<file path="src/rtl/alu_pkg.sv">
// Shared definitions for the ALU slice sequencer.
//   - select-field constants (operand modifier s[1:0], operation s[3:2])
//   - FSM state encoding
//   - SLICE_W: bits processed per clock
//   - mod_b(): applies the operand modifier to one slice of B
package alu_pkg;

  localparam int SLICE_W = 4;

  // s[1:0]: operand modifier producing b'
  localparam logic [1:0] OPM_B    = 2'b00;
  localparam logic [1:0] OPM_NB   = 2'b01;
  localparam logic [1:0] OPM_ZERO = 2'b10;
  localparam logic [1:0] OPM_ONES = 2'b11;

  // s[3:2]: operation
  localparam logic [1:0] OP_ARITH = 2'b00;
  localparam logic [1:0] OP_AND   = 2'b01;
  localparam logic [1:0] OP_OR    = 2'b10;
  localparam logic [1:0] OP_XOR   = 2'b11;

  typedef enum logic [1:0] {
    ST_IDLE = 2'd0,
    ST_RUN  = 2'd1,
    ST_DONE = 2'd2
  } state_t;

  // Captured select code, split into its two fields
  typedef struct packed {
    logic [1:0] op;
    logic [1:0] opm;
  } sel_t;

  function automatic logic [SLICE_W-1:0] mod_b(input logic [SLICE_W-1:0] b,
                                               input logic [1:0]         opm);
    case (opm)
      OPM_B:    mod_b = b;
      OPM_NB:   mod_b = ~b;
      OPM_ZERO: mod_b = '0;
      default:  mod_b = '1;
    endcase
  endfunction

endpackage

</file>
<file path="src/rtl/cla_slice.sv">
// 4-bit carry-lookahead slice (purely combinational).
//   p, g   : per-bit propagate / generate
//   c_in   : carry into bit 0 of the slice
//   sum    : p ^ carry for each bit
//   c_out  : group carry-out, from group G/P (two-level lookahead)
module cla_slice
  import alu_pkg::*;
(
  input  logic [SLICE_W-1:0] p,
  input  logic [SLICE_W-1:0] g,
  input  logic               c_in,
  output logic [SLICE_W-1:0] sum,
  output logic               c_out
);

  logic [SLICE_W-1:0] c;
  logic               grp_g;
  logic               grp_p;

  // First level: every internal carry directly from p/g and c_in
  assign c[0] = c_in;
  assign c[1] = g[0] | (p[0] & c_in);
  assign c[2] = g[1] | (p[1] & g[0]) | (p[1] & p[0] & c_in);
  assign c[3] = g[2] | (p[2] & g[1]) | (p[2] & p[1] & g[0])
              | (p[2] & p[1] & p[0] & c_in);

  // Second level: group generate/propagate feed the carry-out
  assign grp_g = g[3] | (p[3] & g[2]) | (p[3] & p[2] & g[1])
               | (p[3] & p[2] & p[1] & g[0]);
  assign grp_p = &p;
  assign c_out = grp_g | (grp_p & c_in);

  assign sum = p ^ c;

endmodule

</file>
<file path="src/rtl/alu_slice_sequencer.sv">
// Multi-cycle ALU back end: processes one 4-bit slice per clock.
//   clk, rst             : clock, asynchronous active-high reset
//   in_valid / in_ready  : operand handshake (a, b, s, cin)
//   out_valid / out_ready: result handshake (result, cout, zero)
// Operands are captured on acceptance, slices 0..NSLICE-1 are resolved
// through one shared cla_slice with the group carry held in carry_q,
// and the result is held in DONE until the consumer takes it.
module alu_slice_sequencer
  import alu_pkg::*;
#(
  parameter int WIDTH = 16  // multiple of 4, >= 4
)(
  input  logic             clk,
  input  logic             rst,
  input  logic             in_valid,
  output logic             in_ready,
  input  logic [WIDTH-1:0] a,
  input  logic [WIDTH-1:0] b,
  input  logic [3:0]       s,
  input  logic             cin,
  output logic             out_valid,
  input  logic             out_ready,
  output logic [WIDTH-1:0] result,
  output logic             cout,
  output logic             zero
);

  localparam int NSLICE = WIDTH / SLICE_W;
  localparam int KW     = (NSLICE > 1) ? $clog2(NSLICE) : 1;

  state_t             state_q, state_d;
  logic [WIDTH-1:0]   a_q, b_q;
  sel_t               sel_q;
  logic [KW-1:0]      k_q;
  logic               carry_q;
  logic [WIDTH-1:0]   result_q;
  logic               cout_q, zero_q;

  logic               accept;
  logic               last;
  int unsigned        base;
  logic [SLICE_W-1:0] a_sl, b_sl, p_sl, g_sl, sum_sl, res_sl;
  logic               c_out_sl;
  logic [WIDTH-1:0]   res_merged;

  // ---------------- FSM: state register ----------------
  always_ff @(posedge clk or posedge rst) begin
    if (rst) state_q <= ST_IDLE;
    else     state_q <= state_d;
  end

  // ---------------- FSM: next state ----------------
  always_comb begin
    state_d = state_q;
    case (state_q)
      ST_IDLE: if (in_valid)  state_d = ST_RUN;
      ST_RUN:  if (last)      state_d = ST_DONE;
      ST_DONE: if (out_ready) state_d = ST_IDLE;
      default:                state_d = ST_IDLE;
    endcase
  end

  // ---------------- FSM: outputs ----------------
  always_comb begin
    in_ready  = 1'b0;
    out_valid = 1'b0;
    case (state_q)
      ST_IDLE: in_ready  = 1'b1;
      ST_DONE: out_valid = 1'b1;
      default: ;
    endcase
  end

  assign accept = in_valid && (state_q == ST_IDLE);
  assign last   = (state_q == ST_RUN) && (k_q == KW'(NSLICE - 1));

  // ---------------- slice datapath ----------------
  always_comb begin
    base = 32'(k_q) * SLICE_W;
    a_sl = a_q[base +: SLICE_W];
    b_sl = mod_b(b_q[base +: SLICE_W], sel_q.opm);
    p_sl = a_sl ^ b_sl;
    g_sl = a_sl & b_sl;
  end

  cla_slice u_cla (
    .p     (p_sl),
    .g     (g_sl),
    .c_in  (carry_q),
    .sum   (sum_sl),
    .c_out (c_out_sl)
  );

  always_comb begin
    case (sel_q.op)
      OP_ARITH: res_sl = sum_sl;
      OP_AND:   res_sl = g_sl;          // a & b'
      OP_OR:    res_sl = a_sl | b_sl;
      default:  res_sl = p_sl;          // a ^ b'
    endcase
    // Lower slices already hold this operation's bits, so on the last
    // slice res_merged is the complete result and feeds the zero flag.
    res_merged = result_q;
    res_merged[base +: SLICE_W] = res_sl;
  end

  // ---------------- registers ----------------
  always_ff @(posedge clk or posedge rst) begin
    if (rst) begin
      a_q      <= '0;
      b_q      <= '0;
      sel_q    <= '0;
      k_q      <= '0;
      carry_q  <= 1'b0;
      result_q <= '0;
      cout_q   <= 1'b0;
      zero_q   <= 1'b0;
    end else if (accept) begin
      a_q     <= a;
      b_q     <= b;
      sel_q   <= sel_t'(s);
      k_q     <= '0;
      carry_q <= cin;
    end else if (state_q == ST_RUN) begin
      result_q <= res_merged;
      carry_q  <= c_out_sl;
      if (last) begin
        k_q    <= '0;
        cout_q <= (sel_q.op == OP_ARITH) ? c_out_sl : 1'b0;
        zero_q <= (res_merged == '0);
      end else begin
        k_q <= k_q + KW'(1);
      end
    end
  end

  assign result = result_q;
  assign cout   = cout_q;
  assign zero   = zero_q;

endmodule

</file>
<file path="config.mk">
export PLATFORM = sky130hd
export DESIGN_NAME = alu_slice_sequencer
export DESIGN_NICKNAME = d
export VERILOG_FILES = /design/src/rtl/alu_pkg.sv /design/src/rtl/cla_slice.sv /design/src/rtl/alu_slice_sequencer.sv
export SDC_FILE = /design/constraint.sdc
export NUM_CORES = 1
export LEC_CHECK = 0
export ABC_AREA = 1
export ABC_CLOCK_PERIOD_IN_PS = 6900
export CORE_UTILIZATION = 57
export DETAILED_ROUTE_END_ITERATION = 8
export GPL_ROUTABILITY_DRIVEN = 0
export GPL_TIMING_DRIVEN = 0
export PLACE_DENSITY = 0.9
export RECOVER_POWER = 100
export SLEW_MARGIN = 0
export SYNTH_ARGS = -nofsm -noshare
export SYNTH_HDL_FRONTEND = slang
export SYNTH_HIERARCHICAL = 1
export SYNTH_SLANG_ARGS = --single-unit
</file>
<file path="constraint.sdc">
create_clock -name clk -period 6.9 [get_ports clk]
set_input_delay 1.38 -clock clk [delete_from_list [all_inputs] [get_ports clk]]
set_output_delay 1.38 -clock clk [all_outputs]
set_load 0.02 [all_outputs]
</file>
==> impl_metrics.csv, run 1 <==
group,metric,value,unit
route,viasPerCell,5.43,
global_route,grt_pass1_vias,3107,
synth,ys_top_cells_by_area,"dfrtp_1, nand2_1, nor2_1, inv_1, ha_1",
synth,syn_nets,505,
global_route,track_usage,0.291,
route,first_pass_iters,5,
clocking,holdBufCountCts,0,
sta,holdWs,0.486,ns
synth,synth_compound_area_frac,0.0884,
global_route,grt_max_degree,35,
placement,hpwlAfterDp,5930,µm
setup_path,cp.arrival,4.30,ns
floorplanning,dieArea,6140,µm²
clocking,cts_setup_buffers,0,
clocking,cts_resized,0,
worst_hold_path,min_path_type,"flip-flop to flip-flop",
pwr,ir_drop,0.278,mV
pwr,p_per_area,539,nW/µm²
global_route,grt_pass1_wl,13700,µm
setup_path,required,7.14,ns
setup_path,startpoint_type,"flip-flop",
sta,layout_setup_ws,2.84,ns
synth,ys.flop_type,"dfrtp_1",
synth,synth_fa_ha_area_frac,0.0489,
clocking,insertion_delay,0.35,ns
placement,placed_cells,584,
cells_and_area,final_nets,577,
route,drc,0,
setup_path,cp-startpoint,"k_q[0]",
cells_and_area,nFillCells,423,
clocking,htreeDepth,3,
pwr,cellLeakagePower,0.00213,µW
setup_path,worstPathCellList,"clkbuf_1 -> clkbuf_1 -> clkbuf_1 -> nand2_1 -> a32oi_1 -> inv_1 -> ha_1 -> ha_1 -> nor2_1 -> xnor2_1 -> nand2_1 -> nand3_1 -> nand4_1 -> nor2_1 -> nor2_1 -> nand2_1 -> nor2_1 -> nand3_1 -> nand2_1",
setup_path,crit_path_top_delay_cell,"clkbuf_1",
synth,yosys.area_share.simple,0.316,
clocking,max-clock-path-buffers,2,
sta,worst_slew_pin_slew,1.76,ns
route,num_vias,3256,
setup_path,reg2reg_depth,19,
sta,maxSlewHeadroom,-0.174,
clocking,numCtsBuffers,9,
sta,fmax,247,MHz
worst_hold_path,holdCritStartpoint,"a_q[8]",
synth,synth_commonest_cells,"nand2_1, dfrtp_1, nor2_1",
sta,drv_slew,35,
run_status,status,"complete, but fails checks",
route,wl,8220,µm
setup_path,r2r-end,"zero",
placement,dp_slack,3.64,ns
clocking,path_clk_slew,0.07,ns
setup_path,regToRegSetupSlack,2.84,ns
synth,async_reset_ff_frac,1.00,
synth,synth_xor_xnor_area_share,0.00790,
sta,fin_crit_sh,0.588,
synth,synth_top_family_by_area,"simple AND/OR/NAND/NOR gates",
cells_and_area,antenna_cells,0,
floorplanning,coreArea,5570,µm²
floorplanning,die_x,78.4,µm
clocking,cts_tree,"yes",
setup_path,cp-end-kind,"flip-flop",
global_route,antenna_found_initial,0,
route,routedWlPerCell,13.7,µm
global_route,grt-ovfl-total,0,
placement,portBuffers,60,
synth,synth-seq-area-share,0.444,
sta,hold_viol_final,0,
setup_path,reg2reg_from,"k_q[0]",
synth,synth_top_area_frac,0.444,
sta,setup_viol,0,
synth,synth_area,3330,µm²
synth,post-synth-top-count-cell,"nand2_1",
synth,yosys_warnings,6,
setup_path,max_stage_delay,0.46,ns
synth,yosysUniqueCellTypes,31,
cells_and_area,synthToLayoutAreaGrowth,27.5,%
route,ant_nets,0,
setup_path,crit_path_end,"zero",
setup_path,critPathMaxFanout,10,
cells_and_area,final-instance-count-excl-fill,600,
floorplanning,top_level_ports,61,
synth,synth_area_per_cell,7.37,µm²
run_status,violations,"max-capacitance violations, max-slew violations",
synth,synth_top_area_cell,"dfrtp_1",
sta,period_needed,4.06,ns
synth,synth-edff-count,0,
floorplanning,start_util,0.597,
clocking,cts_root_buffer,"clkbuf_8",
synth,netlist_instances,451,
clocking,cts_sinks,59,
route,drtIter0Drc,228,
pwr,p_total,2290,µW
sta,rsz0062_at_grt,"no",
floorplanning,rows,27,
sta,final.setup.tns,0,ns
synth,muxShareOfSynthArea,0.00903,
cells_and_area,drive_gt1_frac,0.0606,
setup_path,critPathKind,"flip-flop to flip-flop",
sta,finalClockSkew,0.0103,ns
floorplanning,die_h,78.4,µm
synth,synth_seq_cells,59,
job,maxCapViolations,1,
layout make-up:
type / count / area [µm²] / share of cell area
inverter: 51 / 191 / 0.0451
buffer: 18 / 82.6 / 0.0195
timing repair buffer: 61 / 604 / 0.143
clock buffer: 12 / 145 / 0.0342
multi-input combinational: 323 / 1550 / 0.366
clock inverter: 4 / 97.6 / 0.0230
tap: 72 / 90.1 / 0.0212
sequential: 59 / 1480 / 0.348
worst min path at each step:
stage | to | cells past startpoint
finish | a_q[8] | 2
global route | zero | 2
CTS | a_q[8] | 2
detailed placement | a_q[4] | 2
global placement | b_q[6] | 2
floorplan | b_q[10] | 2
registers in the layout (all words and copies together), names as in the netlist:
signal,flops
a_q,16
b_q,16
result,16
sel_q,4
k_q,2
state_q,2
carry_q,1
cout,1
zero,1
critical path: cells and delay by family (launching register included):
| kind | cells | cell delay (ns) |
|---|---|---|
| buffers and inverters | 4 | 1.40 |
| XOR/XNOR | 1 | 0.14 |
| flip-flops | 1 | 0.39 |
| adder cells (fa/ha/maj) | 2 | 0.59 |
| AND/OR/NAND/NOR | 11 | 1.12 |
| AO/OA/AOI/OAI | 1 | 0.31 |
cells by family (layout without fill, tap and decap cells):
logic type,count (synthesis),count (layout)
compound gates,51,51
xor+xnor,3,3
fa+ha+maj,13,13
buf+inv,69,146
flops,59,59
mux,3,3
simple gates,253,253
through the flow:
| stage | cell area (µm²) | util |
|---|---|---|
| after detailed placement | 4040 | 0.724 |
| after floorplan | 3330 | - |
| after global routing | 4240 | 0.761 |
| after global placement | 4020 | 0.721 |
| after CTS | 4280 | 0.768 |
| final | 4240 | 0.761 |
report_power, final:
part | total (µW) | switching (µW) | internal (µW)
clock network | 389 | 139 | 250
registers | 592 | 93.5 | 499
logic | 1300 | 829 | 476
total | 2290 | 1060 | 1230
routing by layer:
layer / GRT usage / vias up / wire length, µm
li1: - / 1566 / -
met1: 0.346 / 1515 / 3400
met2: 0.504 / 146 / 4140
met5: 0 / - / 0
met3: 0.0453 / 29 / 420
met4: 0.156 / 0 / 257
layout by cell type, fill, tap and decap left out, drive strengths merged, types with 2 or more instances in the layout:
master / n
nand2: 163
xnor2: 3
nor2: 53
clkdlybuf4s50: 37
dlygate4sd3: 23
ha: 13
nand3: 20
clkbuf: 25
a32oi: 4
mux2i: 3
nand4: 10
a31oi: 4
or2: 5
buf: 6
inv: 51
a21oi: 8
a32o: 3
dfrtp: 59
nor3: 2
o21ai: 30
bufinv: 3
Power figures use the tool's default switching activity.
==> run 2, diff against run 1 <==
--- a/config.mk
+++ b/config.mk
@@ -6,12 +6,12 @@
 export NUM_CORES = 1
 export LEC_CHECK = 0
 export ABC_AREA = 1
-export ABC_CLOCK_PERIOD_IN_PS = 6900
-export CORE_UTILIZATION = 57
+export ABC_CLOCK_PERIOD_IN_PS = 3750
+export CORE_UTILIZATION = 53
 export DETAILED_ROUTE_END_ITERATION = 8
 export GPL_ROUTABILITY_DRIVEN = 0
 export GPL_TIMING_DRIVEN = 0
-export PLACE_DENSITY = 0.9
+export PLACE_DENSITY = 0.85
 export RECOVER_POWER = 100
 export SLEW_MARGIN = 0
 export SYNTH_ARGS = -nofsm -noshare
==> constraint.sdc (replaced) <==
create_clock -name clk -period 3.75 [get_ports clk]
set_input_delay 0.75 -clock clk [delete_from_list [all_inputs] [get_ports clk]]
set_output_delay 0.75 -clock clk [all_outputs]
set_load 0.02 [all_outputs]
==> run 2 against run 1 <==
The flow still finishes with violations (max-capacitance violations, max-slew violations); clock skew is 0.0014 ns lower; maximum frequency rose by 21%; routed wire length shrank 3.7%; combinational power is 82% higher; critical endpoint unchanged.
==> impl_metrics.csv, run 2 (synthesized netlist as in run 1, its figures left out) <==
group,metric,value,unit
clocking,cts_tree,"yes",
global_route,grt_pass1_wl,13100,µm
sta,rsz0062_at_grt,"no",
pwr,cellLeakagePower,0.00214,µW
floorplanning,start_util,0.555,
clocking,cts_setup_buffers,0,
clocking,cts_sinks,59,
run_status,violations,"max-capacitance violations, max-slew violations",
clocking,cts_resized,0,
pwr,ir_drop,0.486,mV
sta,setup_viol,0,
global_route,grt_max_degree,37,
floorplanning,rows,28,
global_route,antenna_found_initial,0,
placement,portBuffers,60,
cells_and_area,antenna_cells,0,
clocking,insertion_delay,0.34,ns
sta,drv_slew,37,
clocking,cts_root_buffer,"clkbuf_8",
route,wl,7910,µm
route,drc,0,
setup_path,regToRegSetupSlack,0.39,ns
floorplanning,coreArea,5990,µm²
cells_and_area,synthToLayoutAreaGrowth,26.7,%
cells_and_area,final_nets,577,
cells_and_area,fin_area,4210,µm²
floorplanning,top_level_ports,61,
placement,dpl-instance-area,4040,µm²
cells_and_area,drive_gt1_frac,0.0646,
clocking,htreeDepth,3,
route,routedWlPerCell,13.2,µm
floorplanning,die_x,81.2,µm
cells_and_area,nFillCells,484,
sta,finalClockSkew,0.00889,ns
setup_path,startpoint_type,"flip-flop",
setup_path,cp-end-kind,"flip-flop",
route,viasPerCell,5.29,
clocking,numCtsBuffers,9,
clocking,max-clock-path-buffers,2,
global_route,track_usage,0.268,
global_route,grt_pass1_vias,2929,
pwr,p_per_area,961,nW/µm²
floorplanning,die_h,81.2,µm
cells_and_area,final_cell_mix,"nand2_1, dfrtp_1, nor2_1",
cells_and_area,multi_input_area,1550,µm²
placement,hpwlAfterDp,5670,µm
sta,fin_crit_sh,0.896,
worst_hold_path,min_path_type,"flip-flop to flip-flop",
run_status,status,"complete, but fails checks",
setup_path,critPathMaxFanout,10,
setup_path,required,4.03,ns
sta,fmax,298,MHz
sta,maxSlewHeadroom,-0.0897,
cells_and_area,regArea,1480,µm²
sta,worst_slew_pin_slew,1.63,ns
route,ant_nets,0,
route,first_pass_iters,5,
setup_path,max_stage_delay,0.38,ns
setup_path,worstPathCellList,"buf_2 -> buf_4 -> buf_2 -> nand2_1 -> a32oi_1 -> inv_1 -> ha_1 -> nand2_1 -> nand2_1 -> nand2_1 -> nand2_1 -> nand2_1 -> nand2_1 -> nand2_1 -> nand3_1 -> nand3_1 -> o21ai_0 -> nor2_1 -> nand2_1 -> nor2_1 -> nand3_1 -> nand2_1",
cells_and_area,final_common_cell,"nand2_1",
setup_path,path_common_cell,"nand2_1",
floorplanning,dieArea,6600,µm²
sta,hold_viol_final,0,
sta,final.setup.tns,0,ns
setup_path,crit_path_top_delay_cell,"ha_1",
clocking,holdBufCountCts,0,
route,drtIter0Drc,234,
sta,period_needed,3.36,ns
setup_path,critPathKind,"flip-flop to flip-flop",
setup_path,cp.arrival,3.64,ns
job,maxCapViolations,1,
clocking,path_clk_slew,0.07,ns
global_route,grt-ovfl-total,0,
route,num_vias,3182,
-- run 2: changes by cell type in the layout (fill, tap and decap cells not counted), sizes merged --
cell           delta
buf               +3
bufinv            -2
clkbuf            -4
clkdlybuf4s50     +1
clkinv            +1
clkinvlp          -1
dlygate4sd3       -1
dlymetal6s4s      +1
-- run 2: worst paths after layout --
kind	start	endpoint	cells after the start
setup / recovery	k_q[0]	zero	22
hold / removal	a_q[10]	a_q[10]	2
setup reg to reg	k_q[0]	zero	22
hold reg to reg	a_q[10]	a_q[10]	2
max in group asynchronous	rst	a_q[9]	3
min in group asynchronous	rst	zero	2
-- run 2: cell type report --
class,instances,share of cell area
Sequential cell,59,0.350
Multi-Input combinational cell,323,0.368
Timing Repair Buffer,61,0.145
Clock buffer,12,0.0392
Tap cell,75,0.0223
Clock inverter,2,0.00831
Inverter,51,0.0454
Buffer,18,0.0211
-- run 2: where the power goes --
group / leakage [µW] / switching (µW) / internal, µW
Clock: 0.000104 / 242 / 353
Sequential: 0.000745 / 168 / 918
Combinational: 0.00129 / 1490 / 880
Total: 0.00214 / 1900 / 2150
-- run 2: metal layers --
layer / up-vias / wire (µm) / global-route usage
met5: - / 0 / 0
met4: 0 / 139 / 0.118
met3: 16 / 423 / 0.0551
met2: 121 / 3900 / 0.466
met1: 1475 / 3450 / 0.317
li1: 1570 / - / -
-- run 2: worst max-delay path, delay by kind of cell, from the launching register on --
family / cells / cell delay, ns
adders and majority gates: 1 / 0.38
AOI/OAI and AO/OA: 2 / 0.45
DFF: 1 / 0.37
buffers and inverters: 4 / 0.81
and+or+nand+nor: 15 / 1.29
-- run 2: metrics by stage --
step	std cells	hold slack (ns)	total power, µW	setup WS, ns	util
after floorplan	451	0.444	2820	1.01	-
after global routing	601	0.498	4410	0.100	0.703
after detailed placement	587	0.468	3450	0.506	0.674
after global placement	586	0.460	3370	0.574	0.671
final	601	0.482	4050	0.389	0.703
after CTS	601	0.485	4080	0.476	0.708
==> run 3, diff against run 2 <==
--- a/config.mk
+++ b/config.mk
@@ -7,10 +7,12 @@
 export LEC_CHECK = 0
 export ABC_AREA = 1
 export ABC_CLOCK_PERIOD_IN_PS = 3750
+export CORE_MARGIN = 2
 export CORE_UTILIZATION = 53
 export DETAILED_ROUTE_END_ITERATION = 8
 export GPL_ROUTABILITY_DRIVEN = 0
 export GPL_TIMING_DRIVEN = 0
+export HOLD_SLACK_MARGIN = 0.08
 export PLACE_DENSITY = 0.85
 export RECOVER_POWER = 100
 export SLEW_MARGIN = 0
==> run 3 against run 2 <==
The flow still finishes with violations (max-capacitance violations, max-slew violations); core utilization decreased by 0.31 points; critical endpoint unchanged; clock skew increased by 0.0031 ns; clock power decreased by 5.0%; sequential power about the same; total power decreased by 1.2%; hold slack improved by 0.0013 ns; largest power group unchanged; setup slack improved by 0.061 ns; critical path type unchanged; sequential share of layout area increased by 0.16 points; largest cell class unchanged; via count decreased by 0.47%; maximum frequency increased by 1.9%; critical path depth unchanged; first-iteration DRC count decreased by 17%.
==> impl_metrics.csv, run 3 (synthesized netlist as in run 1, its figures left out) <==
group,metric,value,unit
cells_and_area,antenna_cells,0,
run_status,status,"complete, but fails checks",
clocking,cts_resized,0,
clocking,max-clock-path-buffers,2,
pwr,p_per_area,955,nW/µm²
setup_path,worstPathCellList,"inv_1 -> buf_2 -> o21ai_0 -> o22ai_1 -> nand2_1 -> xnor2_1 -> inv_1 -> ha_1 -> or2_0 -> nand2_1 -> nand2_1 -> nand2_1 -> nand2_1 -> nand2_1 -> nand3_1 -> nand3_1 -> o21ai_0 -> nor2_1 -> nand2_1 -> nor2_1 -> nand3_1 -> nand2_1",
setup_path,worst-path-buf-inv,3,
setup_path,cp-end-kind,"flip-flop",
route,wl,7890,µm
setup_path,critPathMaxFanout,11,
route,drc,0,
global_route,grt_pass1_wl,13500,µm
global_route,track_usage,0.239,
floorplanning,dieArea,6920,µm²
cells_and_area,final-instance-count-excl-fill,601,
sta,layout_setup_ws,0.450,ns
pwr,ir_drop,0.522,mV
setup_path,regToRegSetupSlack,0.45,ns
pwr,p_total,4000,µW
cells_and_area,synthToLayoutAreaGrowth,26.1,%
clocking,htreeDepth,3,
sta,maxSlewHeadroom,-0.0188,
route,drtIter0Drc,195,
run_status,violations,"max-capacitance violations, max-slew violations",
worst_hold_path,min_path_type,"flip-flop to flip-flop",
sta,setup_viol,0,
pwr,cellLeakagePower,0.00213,µW
route,num_vias,3167,
sta,rsz0062_at_grt,"no",
global_route,antenna_found_initial,0,
clocking,insertion_delay,0.35,ns
setup_path,path_common_cell,"nand2_1",
floorplanning,top_level_ports,61,
floorplanning,coreArea,5990,µm²
sta,drv_slew,36,
route,ant_nets,0,
global_route,grt-ovfl-total,0,
placement,placed_cells,587,
setup_path,cp.arrival,3.59,ns
sta,hold_viol_final,0,
route,first_pass_iters,7,
job,maxCapViolations,1,
cells_and_area,final_cell_mix,"nand2_1, dfrtp_1, nor2_1",
clocking,path_clk_slew,0.07,ns
sta,worst_slew_pin_slew,1.53,ns
floorplanning,die_x,83.2,µm
sta,fin_crit_sh,0.880,
clocking,cts_sinks,59,
clocking,cts_root_buffer,"clkbuf_8",
global_route,grt_max_degree,36,
placement,portBuffers,60,
setup_path,critPathKind,"flip-flop to flip-flop",
setup_path,startpoint_type,"flip-flop",
sta,fmax,303,MHz
sta,final.setup.tns,0,ns
sta,period_needed,3.30,ns
setup_path,crit_family,"simple AND/OR/NAND/NOR gates",
setup_path,max_stage_delay,0.44,ns
setup_path,crit_path_top_delay_cell,"dfrtp_1",
cells_and_area,final_util,0.700,
setup_path,required,4.04,ns
placement,hpwlAfterDp,5870,µm
clocking,cts_tree,"yes",
cells_and_area,final_nets,577,
sta,finalClockSkew,0.0119,ns
global_route,grt_pass1_vias,3068,
clocking,holdBufCountCts,0,
cells_and_area,final_common_cell,"nand2_1",
clocking,cts_setup_buffers,0,
cells_and_area,drive_gt1_frac,0.0627,
floorplanning,die_h,83.2,µm
route,viasPerCell,5.27,
floorplanning,rows,28,
floorplanning,start_util,0.555,
placement,dp_slack,0.506,ns
route,routedWlPerCell,13.1,µm
clocking,numCtsBuffers,9,
## run 3: final timing paths
kind                        start        end  depth (start not counted)
max reg2reg                k_q[1]       zero                         22
min in group asynchronous     rst  result[5]                          2
max in group asynchronous     rst   sel_q[1]                          3
max                        k_q[1]       zero                         22
min                        b_q[6]     b_q[6]                          2
min reg2reg                b_q[6]     b_q[6]                          2
## run 3: final cells by class
| class | instances | area, µm² |
|---|---|---|
| clock inverter | 3 | 40.0 |
| clock buffer | 11 | 141 |
| tap | 75 | 93.8 |
| timing repair buffer | 61 | 613 |
| fill | 495 | 1800 |
| buffer | 18 | 88.8 |
| inverter | 51 | 191 |
| sequential | 59 | 1480 |
| multi-input combinational | 323 | 1550 |
## run 3: stage by stage
stage	cell area, µm²	hold slack (ns)
after CTS	4220	0.482
after global routing	4200	0.509
after global placement	4020	0.460
after detailed placement	4040	0.464
after floorplan	3330	0.444
final	4200	0.483
## run 3: worst min-delay path, cell delays in order (launching register included)
cell and delay [ns]:
dfrtp_1 0.34, nand2_1 0.05, nand2_1 0.06
## run 3: report_power, final
group / switching (µW) / leakage, µW / total, µW / internal [µW]
combinational: 1470 / 0.00129 / 2360 / 880
clock: 249 / 0.0000950 / 565 / 315
sequential: 167 / 0.000745 / 1080 / 918
total: 1890 / 0.00213 / 4000 / 2110
## run 3: routing by layer
| metal | track usage | wire length [µm] | vias to the layer above |
|---|---|---|---|
| li1 | - | - | 1569 |
| met1 | 0.294 | 3320 | 1465 |
| met2 | 0.403 | 3870 | 114 |
| met3 | 0.0437 | 487 | 19 |
| met4 | 0.119 | 202 | 0 |
| met5 | 0 | 0 | - |
